==> src/rtl/stim_scheduler_if.sv <==
// Signal bundle between a stimulation controller (master) and stim_scheduler (slave).
interface stim_scheduler_if #(
  parameter int NCH = 4,
  parameter int TW  = 16
);
  // Handshake: req[i] is a level held by the master while channel i wants pulses.
  // The scheduler answers with a one-hot grant held for the whole pulse, then a
  // one-cycle done strobe in the following IDLE cycle. Dropping req mid-pulse
  // never cuts the pulse short; abort is the only way to shorten a pulse.
  logic [NCH-1:0]   req;
  logic             abort;
  logic [5*NCH-1:0] mag_cfg;
  logic [TW-1:0]    t_lead, t_cat, t_ipd, t_ano, t_dis, t_tail;
  logic [NCH-1:0]   grant;
  logic             EN_ST, CAT_ST, ANO_ST, DIS_ST;
  logic [4:0]       MAG_ST;
  logic             busy, done;
  logic [2:0]       state_dbg;

  modport master (
    output req, abort, mag_cfg, t_lead, t_cat, t_ipd, t_ano, t_dis, t_tail,
    input  grant, EN_ST, CAT_ST, ANO_ST, DIS_ST, MAG_ST, busy, done, state_dbg
  );

  modport slave (
    input  req, abort, mag_cfg, t_lead, t_cat, t_ipd, t_ano, t_dis, t_tail,
    output grant, EN_ST, CAT_ST, ANO_ST, DIS_ST, MAG_ST, busy, done, state_dbg
  );
endinterface

==> src/rtl/stim_scheduler.sv <==
// Round-robin biphasic pulse scheduler sharing one current driver across NCH channels.
// Optional macro STIM_RAMP_EN adds per-channel magnitude ramping after completed pulses.
module stim_scheduler #(
  parameter int NCH = 4,
  parameter int TW  = 16
) (
  input logic             clk,
  input logic             rst,
  stim_scheduler_if.slave bus
);
  localparam int CW = (NCH > 1) ? $clog2(NCH) : 1;

  localparam logic [2:0] S_IDLE = 3'd0;
  localparam logic [2:0] S_LEAD = 3'd1;
  localparam logic [2:0] S_CAT  = 3'd2;
  localparam logic [2:0] S_IPD  = 3'd3;
  localparam logic [2:0] S_ANO  = 3'd4;
  localparam logic [2:0] S_DIS  = 3'd5;
  localparam logic [2:0] S_TAIL = 3'd6;

  logic [2:0]    state, nxt;
  logic [TW-1:0] timer, timer_nxt;
  logic [TW-1:0] dur_in [6];
  logic [TW-1:0] dur_q  [6];
  logic [5:0]    nz_in, nz_q;
  logic [CW-1:0] ptr, ch_q, sel_ch, ch_nxt;
  logic          sel_found, start, pulse_end;
  logic [4:0]    mag_q, mag_raw, mag_sel;

  assign dur_in[0] = bus.t_lead;
  assign dur_in[1] = bus.t_cat;
  assign dur_in[2] = bus.t_ipd;
  assign dur_in[3] = bus.t_ano;
  assign dur_in[4] = bus.t_dis;
  assign dur_in[5] = bus.t_tail;

  assign bus.state_dbg = state;

  // First phase at or after 'from' whose duration is non-zero; IDLE if none remain.
  function automatic logic [2:0] first_phase(input logic [5:0] nz, input logic [2:0] from);
    logic [2:0] r;
    r = S_IDLE;
    for (int p = 6; p >= 1; p--) begin
      if (nz[p-1] && (3'(p) >= from)) r = 3'(p);
    end
    return r;
  endfunction

  always_comb begin
    nz_in = '0;
    nz_q  = '0;
    for (int i = 0; i < 6; i++) begin
      nz_in[i] = |dur_in[i];
      nz_q[i]  = |dur_q[i];
    end
  end

  // Round-robin search starting at ptr, which points just past the last grant.
  always_comb begin
    sel_found = 1'b0;
    sel_ch    = '0;
    for (int k = 0; k < NCH; k++) begin
      int idx;
      idx = int'(ptr) + k;
      if (idx >= NCH) idx = idx - NCH;
      if (!sel_found && bus.req[idx]) begin
        sel_found = 1'b1;
        sel_ch    = CW'(idx);
      end
    end
  end

  assign mag_raw = bus.mag_cfg[5*sel_ch +: 5];

  always_comb begin
    nxt   = state;
    start = 1'b0;
    case (state)
      S_IDLE: begin
        if (!bus.abort && sel_found) begin
          start = 1'b1;
          nxt   = first_phase(nz_in, S_LEAD);
        end
      end
      S_LEAD: begin
        if (bus.abort)          nxt = S_IDLE;
        else if (timer == '0)   nxt = first_phase(nz_q, S_CAT);
      end
      S_CAT, S_IPD, S_ANO: begin
        if (bus.abort)          nxt = first_phase(nz_q, S_DIS);
        else if (timer == '0)   nxt = first_phase(nz_q, state + 3'd1);
      end
      S_DIS, S_TAIL: begin
        if (timer == '0)        nxt = first_phase(nz_q, state + 3'd1);
      end
      default: nxt = S_IDLE;
    endcase
  end

  always_comb begin
    timer_nxt = '0;
    if (nxt != S_IDLE) begin
      if (nxt != state)
        timer_nxt = (start ? dur_in[nxt - 3'd1] : dur_q[nxt - 3'd1]) - TW'(1);
      else
        timer_nxt = timer - TW'(1);
    end
  end

  assign ch_nxt    = start ? sel_ch : ch_q;
  assign pulse_end = (nxt == S_IDLE) && (start || (state != S_IDLE));

`ifdef STIM_RAMP_EN
  logic [4:0] ramp [NCH];
  logic       aborted_q, abort_hit, complete_ok;

  assign mag_sel     = (ramp[sel_ch] < mag_raw) ? ramp[sel_ch] : mag_raw;
  assign abort_hit   = bus.abort && (state >= S_LEAD) && (state <= S_ANO);
  assign complete_ok = start ? (nxt == S_IDLE)
                             : ((state != S_IDLE) && (nxt == S_IDLE) && !aborted_q && !abort_hit);

  always_ff @(posedge clk or posedge rst) begin
    if (rst) begin
      aborted_q <= 1'b0;
      for (int i = 0; i < NCH; i++) ramp[i] <= '0;
    end else begin
      if (start)          aborted_q <= 1'b0;
      else if (abort_hit) aborted_q <= 1'b1;
      for (int i = 0; i < NCH; i++) begin
        if (!bus.req[i])
          ramp[i] <= '0;
        else if (complete_ok && (ch_nxt == CW'(i)))
          ramp[i] <= (ramp[i] >= bus.mag_cfg[5*i +: 5]) ? bus.mag_cfg[5*i +: 5] : ramp[i] + 5'd1;
      end
    end
  end
`else
  assign mag_sel = mag_raw;
`endif

  // Outputs are registered from nxt so they line up with the state they describe.
  always_ff @(posedge clk or posedge rst) begin
    if (rst) begin
      state      <= S_IDLE;
      timer      <= '0;
      ptr        <= '0;
      ch_q       <= '0;
      mag_q      <= '0;
      for (int i = 0; i < 6; i++) dur_q[i] <= '0;
      bus.grant  <= '0;
      bus.EN_ST  <= 1'b0;
      bus.CAT_ST <= 1'b0;
      bus.ANO_ST <= 1'b0;
      bus.DIS_ST <= 1'b0;
      bus.MAG_ST <= '0;
      bus.busy   <= 1'b0;
      bus.done   <= 1'b0;
    end else begin
      state <= nxt;
      timer <= timer_nxt;
      if (start) begin
        ch_q  <= sel_ch;
        mag_q <= mag_sel;
        ptr   <= (sel_ch == CW'(NCH-1)) ? '0 : sel_ch + CW'(1);
        for (int i = 0; i < 6; i++) dur_q[i] <= dur_in[i];
      end
      bus.grant  <= (nxt != S_IDLE) ? (NCH'(1) << ch_nxt) : '0;
      bus.EN_ST  <= (nxt != S_IDLE);
      bus.CAT_ST <= (nxt == S_CAT);
      bus.ANO_ST <= (nxt == S_ANO);
      bus.DIS_ST <= (nxt == S_DIS);
      bus.MAG_ST <= (nxt != S_IDLE) ? (start ? mag_sel : mag_q) : 5'd0;
      bus.busy   <= (nxt != S_IDLE);
      bus.done   <= pulse_end;
    end
  end
endmodule

==> src/flat_wrapper.sv <==
// flat-port wrapper written by rule: the top's interface ports become plain ports
module stim_scheduler_flat 
#(
  parameter int NCH = 4,
  parameter int TW  = 16
)
  (clk, rst, bus_req, bus_abort, bus_mag_cfg, bus_t_lead, bus_t_cat, bus_t_ipd, bus_t_ano, bus_t_dis, bus_t_tail, bus_grant, bus_EN_ST, bus_CAT_ST, bus_ANO_ST, bus_DIS_ST, bus_MAG_ST, bus_busy, bus_done, bus_state_dbg);
  stim_scheduler_if #(.NCH(NCH), .TW(TW)) bus_i ();
  input logic clk;
  input logic rst;
  input wire logic [$bits(bus_i.req)-1:0] bus_req;
  input wire logic [$bits(bus_i.abort)-1:0] bus_abort;
  input wire logic [$bits(bus_i.mag_cfg)-1:0] bus_mag_cfg;
  input wire logic [$bits(bus_i.t_lead)-1:0] bus_t_lead;
  input wire logic [$bits(bus_i.t_cat)-1:0] bus_t_cat;
  input wire logic [$bits(bus_i.t_ipd)-1:0] bus_t_ipd;
  input wire logic [$bits(bus_i.t_ano)-1:0] bus_t_ano;
  input wire logic [$bits(bus_i.t_dis)-1:0] bus_t_dis;
  input wire logic [$bits(bus_i.t_tail)-1:0] bus_t_tail;
  output wire logic [$bits(bus_i.grant)-1:0] bus_grant;
  output wire logic [$bits(bus_i.EN_ST)-1:0] bus_EN_ST;
  output wire logic [$bits(bus_i.CAT_ST)-1:0] bus_CAT_ST;
  output wire logic [$bits(bus_i.ANO_ST)-1:0] bus_ANO_ST;
  output wire logic [$bits(bus_i.DIS_ST)-1:0] bus_DIS_ST;
  output wire logic [$bits(bus_i.MAG_ST)-1:0] bus_MAG_ST;
  output wire logic [$bits(bus_i.busy)-1:0] bus_busy;
  output wire logic [$bits(bus_i.done)-1:0] bus_done;
  output wire logic [$bits(bus_i.state_dbg)-1:0] bus_state_dbg;
  assign bus_i.req = bus_req;
  assign bus_i.abort = bus_abort;
  assign bus_i.mag_cfg = bus_mag_cfg;
  assign bus_i.t_lead = bus_t_lead;
  assign bus_i.t_cat = bus_t_cat;
  assign bus_i.t_ipd = bus_t_ipd;
  assign bus_i.t_ano = bus_t_ano;
  assign bus_i.t_dis = bus_t_dis;
  assign bus_i.t_tail = bus_t_tail;
  assign bus_grant = bus_i.grant;
  assign bus_EN_ST = bus_i.EN_ST;
  assign bus_CAT_ST = bus_i.CAT_ST;
  assign bus_ANO_ST = bus_i.ANO_ST;
  assign bus_DIS_ST = bus_i.DIS_ST;
  assign bus_MAG_ST = bus_i.MAG_ST;
  assign bus_busy = bus_i.busy;
  assign bus_done = bus_i.done;
  assign bus_state_dbg = bus_i.state_dbg;
  stim_scheduler #(.NCH(NCH), .TW(TW)) u_core (.clk(clk), .rst(rst), .bus(bus_i));
endmodule
==> config.mk <==
export PLATFORM = sky130hd
export DESIGN_NAME = stim_scheduler_flat
export DESIGN_NICKNAME = d
export VERILOG_FILES = /design/src/rtl/stim_scheduler_if.sv /design/src/rtl/stim_scheduler.sv /design/src/flat_wrapper.sv
export SDC_FILE = /design/constraint.sdc
export NUM_CORES = 1
export LEC_CHECK = 0
export CAP_MARGIN = 20
export CORE_UTILIZATION = 45
export DETAILED_ROUTE_END_ITERATION = 16
export GPL_TIMING_DRIVEN = 0
export PLACE_DENSITY = 0.76
export SYNTH_ARGS = -nofsm -noshare
export SYNTH_HDL_FRONTEND = slang
export SYNTH_SLANG_ARGS = --single-unit
==> constraint.sdc <==
create_clock -name clk -period 7.25 [get_ports clk]
set_clock_uncertainty 0.2 [all_clocks]
set_input_delay 1.0875 -clock clk [delete_from_list [all_inputs] [get_ports clk]]
set_output_delay 1.0875 -clock clk [all_outputs]
set_load 0.005 [all_outputs]
==> flow_summary.ini, run 1 <==
[cts]
worstSkewPairLatency_ns = 0.44
clk_pin_slew_ns = 0.06
numCtsBuffers = 17
clk_path_buf_depth = 2
cts.htree.levels = 4
cts_hold_buf = 0
cts-root-buf = clkbuf_16
clkSinkCount = 138
cts_tree = done

[logic_synthesis]
async_flop_share_pct = 100
netlist_instances = 962
ys_seq_elements = 138
yosysWarnings = 0
synth_nets = 1096
synth_area_leaders = dfrtp_1 (40%), nand2_1 (14%), mux4_2 (7.8%)
ys_types = 79
yosysSeqAreaShare_pct = 39.9
synth.top_cell.area_share_pct = 39.9
syn_area_mm2 = 0.00866
synth_edf_count = 0
synth_area_per_cell_um2 = 9.01
synth_top_cell_by_area = dfrtp_1
ys.flop_type = dfrtp_1

[run_status]
status = complete, no violations

[setup_path]
cp_slowest_cell = or4_1
end_kind = flop
critPathMaxFanout = 12
r2r_slack_ns = 0.34
critPathMaxStageDelay_ns = 0.57
crit_path_start_kind = input port
worst_ep_arrival_time_ns = 7.32
path_cells = clkdlybuf4s50_1 > nor4_2 > nand4_1 > a21oi_2 > o31ai_4 > a211oi_4 > buf_6 > buf_4 > buf_6 > ha_2 > inv_1 > buf_6 > buf_4 > mux4_2 > nand2_1 > o31a_1 > a211oi_1 > a21oi_1 > ha_2 > o211ai_1 > or4_1 > a21oi_1
cp_common_cell = buf_6
path_class = in -> reg
crit_required_ns = 7.41

[sta]
fin_crit_sh_pct = 98.8
slew_headroom_pct = 37.3
tightest_slew_ns = 0.917
fin_crit_ns = 7.16
hold_viol_final = 0
fmax_mhz = 140
fin_ws_ns = 0.0873
finalSetupViolations = 0
finalMaxSlewViolations = 0

[global_routing]
grt_pass1_vias = 8379
grt_use_total_pct = 34.2
top_usage_layer = met2
grt_pass1_wl_um = 50000
grt_util_met1_pct = 45.4
grt.met3_usage_pct = 7.57
overflow = 0
grt.met2_usage_pct = 53.7
antenna_found_initial = 1
grt_max_degree = 80

[routing]
first_pass_iters = 6
route.vias.total = 8740
drcViolationCount = 0
via_per_inst = 6.37
final_antenna_net_count = 0
wl_per_cell_um = 23.9
wirelength_um = 32800
first_iter_violations = 1174

[cells_and_area]
syn_to_final_growth_pct = 28.6
n_antenna_cell = 0
layout_common_cells = nand2_1 (322), clkdlybuf4s50_1 (139), dfrtp_1 (138)
layout_commonest_cell = nand2_1
nets = 1259
fin_cells = 1372
drive_above_1_share_pct = 13.4
fillers = 1635

[placement]
hpwl_um = 25300
gp_congestion = 1.03
io_buffers = 139
dpl.cell_count = 1336
pre_cts_slack_ns = -2.04

[flow_run]
maxCapViolCount = 0

[floorplanning]
die_x_um = 141
die_y_um = 141
core_region_area_mm2 = 0.0188
dieArea_mm2 = 0.0198
ios = 141
initial_utilization_pct = 46.2
rows = 50

[hold_path]
min_path_type = reg -> reg

[pwr]
vdd_drop_max_uv = 243
powerDensity_mw_per_mm2 = 540
p_leak_nw = 4.79
==> final cells by class <==
| type | count | area [µm²] | share of cell area, % |
|---|---|---|---|
| Timing Repair Buffer | 145 | 1460 | 13.1 |
| Tap cell | 234 | 293 | 2.63 |
| Inverter | 16 | 65.1 | 0.584 |
| Buffer | 55 | 269 | 2.41 |
| Clock inverter | 14 | 149 | 1.34 |
| Multi-Input combinational cell | 752 | 5020 | 45.0 |
| Sequential cell | 138 | 3450 | 31.0 |
| Clock buffer | 18 | 439 | 3.94 |
==> timing repair <==
item / in CTS / in global routing
gates resized for setup: 18 / 14
setup endpoints to repair: 16 / 8
pin swaps: 2 / 2
buffers inserted: 2 / 3
==> cells by family after synthesis <==
group	count (synthesis)	synth area share, %
multiplexers	71	12.9
adder cells (fa/ha/maj)	12	1.70
buffers and inverters	72	3.57
AND/OR/NAND/NOR	502	27.0
XOR/XNOR	12	1.30
AO/OA/AOI/OAI	155	13.7
flip-flops	138	39.9
==> cell usage after synthesis (17+ instances only) <==
cell      instances
clkbuf_1         36
nor2_1           32
nand4_1          17
nand2_1         322
a21oi_1          33
dfrtp_1         138
mux4_2           30
mux2_2           22
o21ai_0          22
nor3_1           23
mux2i_1          19
a221oi_1         20
nor4_1           48
==> layer usage <==
layer	share of wire, %	wire length (µm)
met3	9.8	3220
met2	46	15000
met1	41	13300
met4	3.8	1250
met5	0	0
==> critical path: cells and delay by family <==
| kind | cells | cell delay (ns) |
|---|---|---|
| compound gates | 8 | 1.52 |
| mux | 1 | 0.53 |
| simple gates | 4 | 1.56 |
| buf+inv | 7 | 1.92 |
| fa+ha+maj | 2 | 0.68 |
==> stage by stage <==
step / total power, mW / setup TNS (ns) / hold slack (ns) / cell area [µm²] / utilization, %
5_1_grt: 6.32 / -0.0201 / 0.295 / 11100 / 59.4
2_1_floorplan: 3.74 / 0 / 0.240 / 8660 / -
3_3_place_gp: 4.85 / -25.29 / 0.252 / 10300 / 55.1
6_report: 6.02 / 0 / 0.276 / 11100 / 59.4
4_1_cts: 5.82 / 0 / 0.290 / 11100 / 58.9
3_5_place_dp: 4.90 / -25.13 / 0.272 / 10400 / 55.3
==> where the power goes <==
group          switching [mW]  leakage [nW]  total (mW)  internal (mW)
registers               0.339          1.74        1.46           1.12
logic                    2.24          2.77        3.68           1.44
clock network           0.385         0.284       0.879          0.494
==> registers in the layout, indices dropped and copies added, names as in the netlist, named ones only <==
name / cells
u_core.ptr: 1
u_core.bus.DIS_ST: 1
u_core.timer: 16
u_core.ch_q: 2
u_core.dur_q: 96
u_core.mag_q: 5
u_core.bus.EN_ST: 1
u_core.bus.CAT_ST: 1
u_core.bus.grant: 4
u_core.bus.MAG_ST: 5
u_core.bus.done: 1
u_core.bus.ANO_ST: 1
u_core.bus.state_dbg: 3
==> worst paths after layout <==
kind                       cells past startpoint                      end        startpoint
setup / recovery                              22         u_core.timer[10]      bus_t_ipd[1]
hold / removal                                 2          u_core.mag_q[1]   u_core.mag_q[1]
setup reg to reg                              21         u_core.timer[10]  u_core.dur_q[51]
hold reg to reg                                2          u_core.mag_q[1]   u_core.mag_q[1]
max in group asynchronous                      3  u_core.bus.state_dbg[2]               rst
min in group asynchronous                      2         u_core.dur_q[82]               rst
Power figures use the tool's default switching activity.
==> inputs of run 2 (changes only) <==
--- a/config.mk
+++ b/config.mk
@@ -10,6 +10,7 @@
 export DETAILED_ROUTE_END_ITERATION = 16
 export GPL_TIMING_DRIVEN = 0
 export PLACE_DENSITY = 0.76
+export SLEW_MARGIN = 25
 export SYNTH_ARGS = -nofsm -noshare
 export SYNTH_HDL_FRONTEND = slang
 export SYNTH_SLANG_ARGS = --single-unit
==> flow_summary.ini, run 2 (synthesized netlist as in run 1, its figures left out) <==
[placement]
dpl.cell_count = 1336
io_buffers = 139
placed_area_mm2 = 0.0104
hpwl_um = 25300
gp_congestion = 1.03

[sta]
holdWs_ns = 0.276
finalMaxSlewViolations = 0
hold_viol_final = 0
fin_crit_ns = 7.12
tightest_slew_ns = 0.862
finalSetupViolations = 0
tns_ns = 0
fin_crit_sh_pct = 98.3
slew_headroom_pct = 41.1
fmax_mhz = 140

[setup_path]
end_kind = flop
critPathMaxFanout = 12
r2r_slack_ns = 0.26
reg2regPathDepth = 18
r2r-start = u_core.dur_q[63]
crit_required_ns = 7.41
r2r_end = u_core.timer[14]
worst_ep_arrival_time_ns = 7.28
path_class = in -> reg
crit_path_start_kind = input port

[routing]
via_per_inst = 6.41
first_iter_violations = 1255
wirelength_um = 32900
drcViolationCount = 0
route.vias.total = 8815
wl_per_cell_um = 23.9
final_antenna_net_count = 0
first_pass_iters = 7

[pwr]
p_leak_nw = 4.80
powerDensity_mw_per_mm2 = 541
fin_total_pwr_mw = 6.03
vdd_drop_max_uv = 263

[floorplanning]
initial_utilization_pct = 46.2
core_region_area_mm2 = 0.0188
die_x_um = 141
die_y_um = 141
ios = 141
dieArea_mm2 = 0.0198
rows = 50

[global_routing]
overflow = 0
antenna_found_initial = 0
grt_pass1_vias = 8470
grt_pass1_wl_um = 50300
grt_max_degree = 80
grt_use_total_pct = 34.2

[cts]
clkSinkCount = 138
cts_tree = done
cts.htree.levels = 4
numCtsBuffers = 17
worstSkewPairLatency_ns = 0.44
cts-root-buf = clkbuf_16
clk_path_buf_depth = 2
clk_pin_slew_ns = 0.07
cts_hold_buf = 0

[cells_and_area]
largest_reg_flops = 96
layout_common_cells = nand2_1 (322), clkdlybuf4s50_1 (139), dfrtp_1 (138)
n_antenna_cell = 0
fin_cells = 1375
top_regs = u_core.dur_q: 96 flops, u_core.timer: 16 flops
layout_commonest_cell = nand2_1
drive_above_1_share_pct = 13.3
nets = 1262
syn_to_final_growth_pct = 28.7
regMostFlops = u_core.dur_q
design_area_mm2 = 0.0111

[run_status]
status = complete, no violations

[hold_path]
hold-path-cell-count = 2
hp-start = u_core.mag_q[1]
min_path_type = reg -> reg
whs_endpoint = u_core.mag_q[1]

[flow_run]
maxCapViolCount = 0
run 2: changes by cell type in the layout (fill, tap and decap cells not counted), sizes merged:
cell,change
clkbuf,+1
buf,+2
clkinv,+1
clkinvlp,-1
run 2: final cells by class:
| class | count | area [µm²] |
|---|---|---|
| Timing Repair Buffer | 148 | 1480 |
| Buffer | 55 | 269 |
| Multi-Input combinational cell | 752 | 5000 |
| Inverter | 16 | 67.6 |
| Clock buffer | 18 | 439 |
| Sequential cell | 138 | 3450 |
| Fill cell | 1620 | 7620 |
| Tap cell | 234 | 293 |
| Clock inverter | 14 | 150 |
run 2: where the power goes:
part           internal, mW  total [mW]  switching [mW]  leakage [nW]
Clock                 0.495       0.885           0.389         0.288
Sequential             1.12        1.45           0.335          1.74
Combinational          1.45        3.69            2.24          2.78
run 2: worst max path at each step:
stage / slack, ns / from / to
6_report: 0.13 / bus_t_lead[15] / u_core.timer[14]
3_3_place_gp: -2.07 / bus_t_lead[15] / u_core.timer[10]
2_1_floorplan: 0.34 / bus_req[0] / u_core.timer[10]
3_5_place_dp: -2.10 / bus_t_lead[15] / u_core.timer[10]
4_1_cts: 0.06 / bus_t_lead[15] / u_core.timer[10]
5_1_grt: -0.09 / bus_t_lead[15] / u_core.timer[10]
run 2: per-stage QoR:
| stage | utilization, % | setup WS (ns) |
|---|---|---|
| detailed placement | 55.3 | -2.10 |
| global placement | 55.1 | -2.07 |
| floorplan | - | 0.343 |
| finish | 59.4 | 0.125 |
| global route | 59.4 | -0.0914 |
| CTS | 58.9 | 0.0585 |
run 2: what timing repair did:
| item | in CTS | in global routing |
|---|---|---|
| setup endpoints to repair | 16 | 8 |
| setup buffers | 2 | 6 |
| pin swaps | 3 | 4 |
| resized for setup | 18 | 8 |
run 2: routing by layer:
layer | part of all wire (%) | GRT usage (%) | wire [µm]
met5 | 0 | 0 | 0
met3 | 10 | 7.10 | 3340
met2 | 46 | 53.4 | 15000
met4 | 4.9 | 15.7 | 1600
met1 | 39 | 45.9 | 12900
run 2: worst max-delay path: stages:
cell	delay (ns)
clkdlybuf4s50_1	0.50
nor4_4	0.40
nand4_1	0.12
buf_4	0.18
a221oi_2	0.30
o31ai_4	0.15
a211oi_4	0.31
buf_6	0.25
buf_4	0.26
buf_6	0.24
ha_2	0.41
inv_1	0.19
buf_6	0.23
mux4_2	0.59
a221oi_1	0.40
o31ai_1	0.18
or3_4	0.37
or4_4	0.56
or3_1	0.37
a21oi_1	0.15
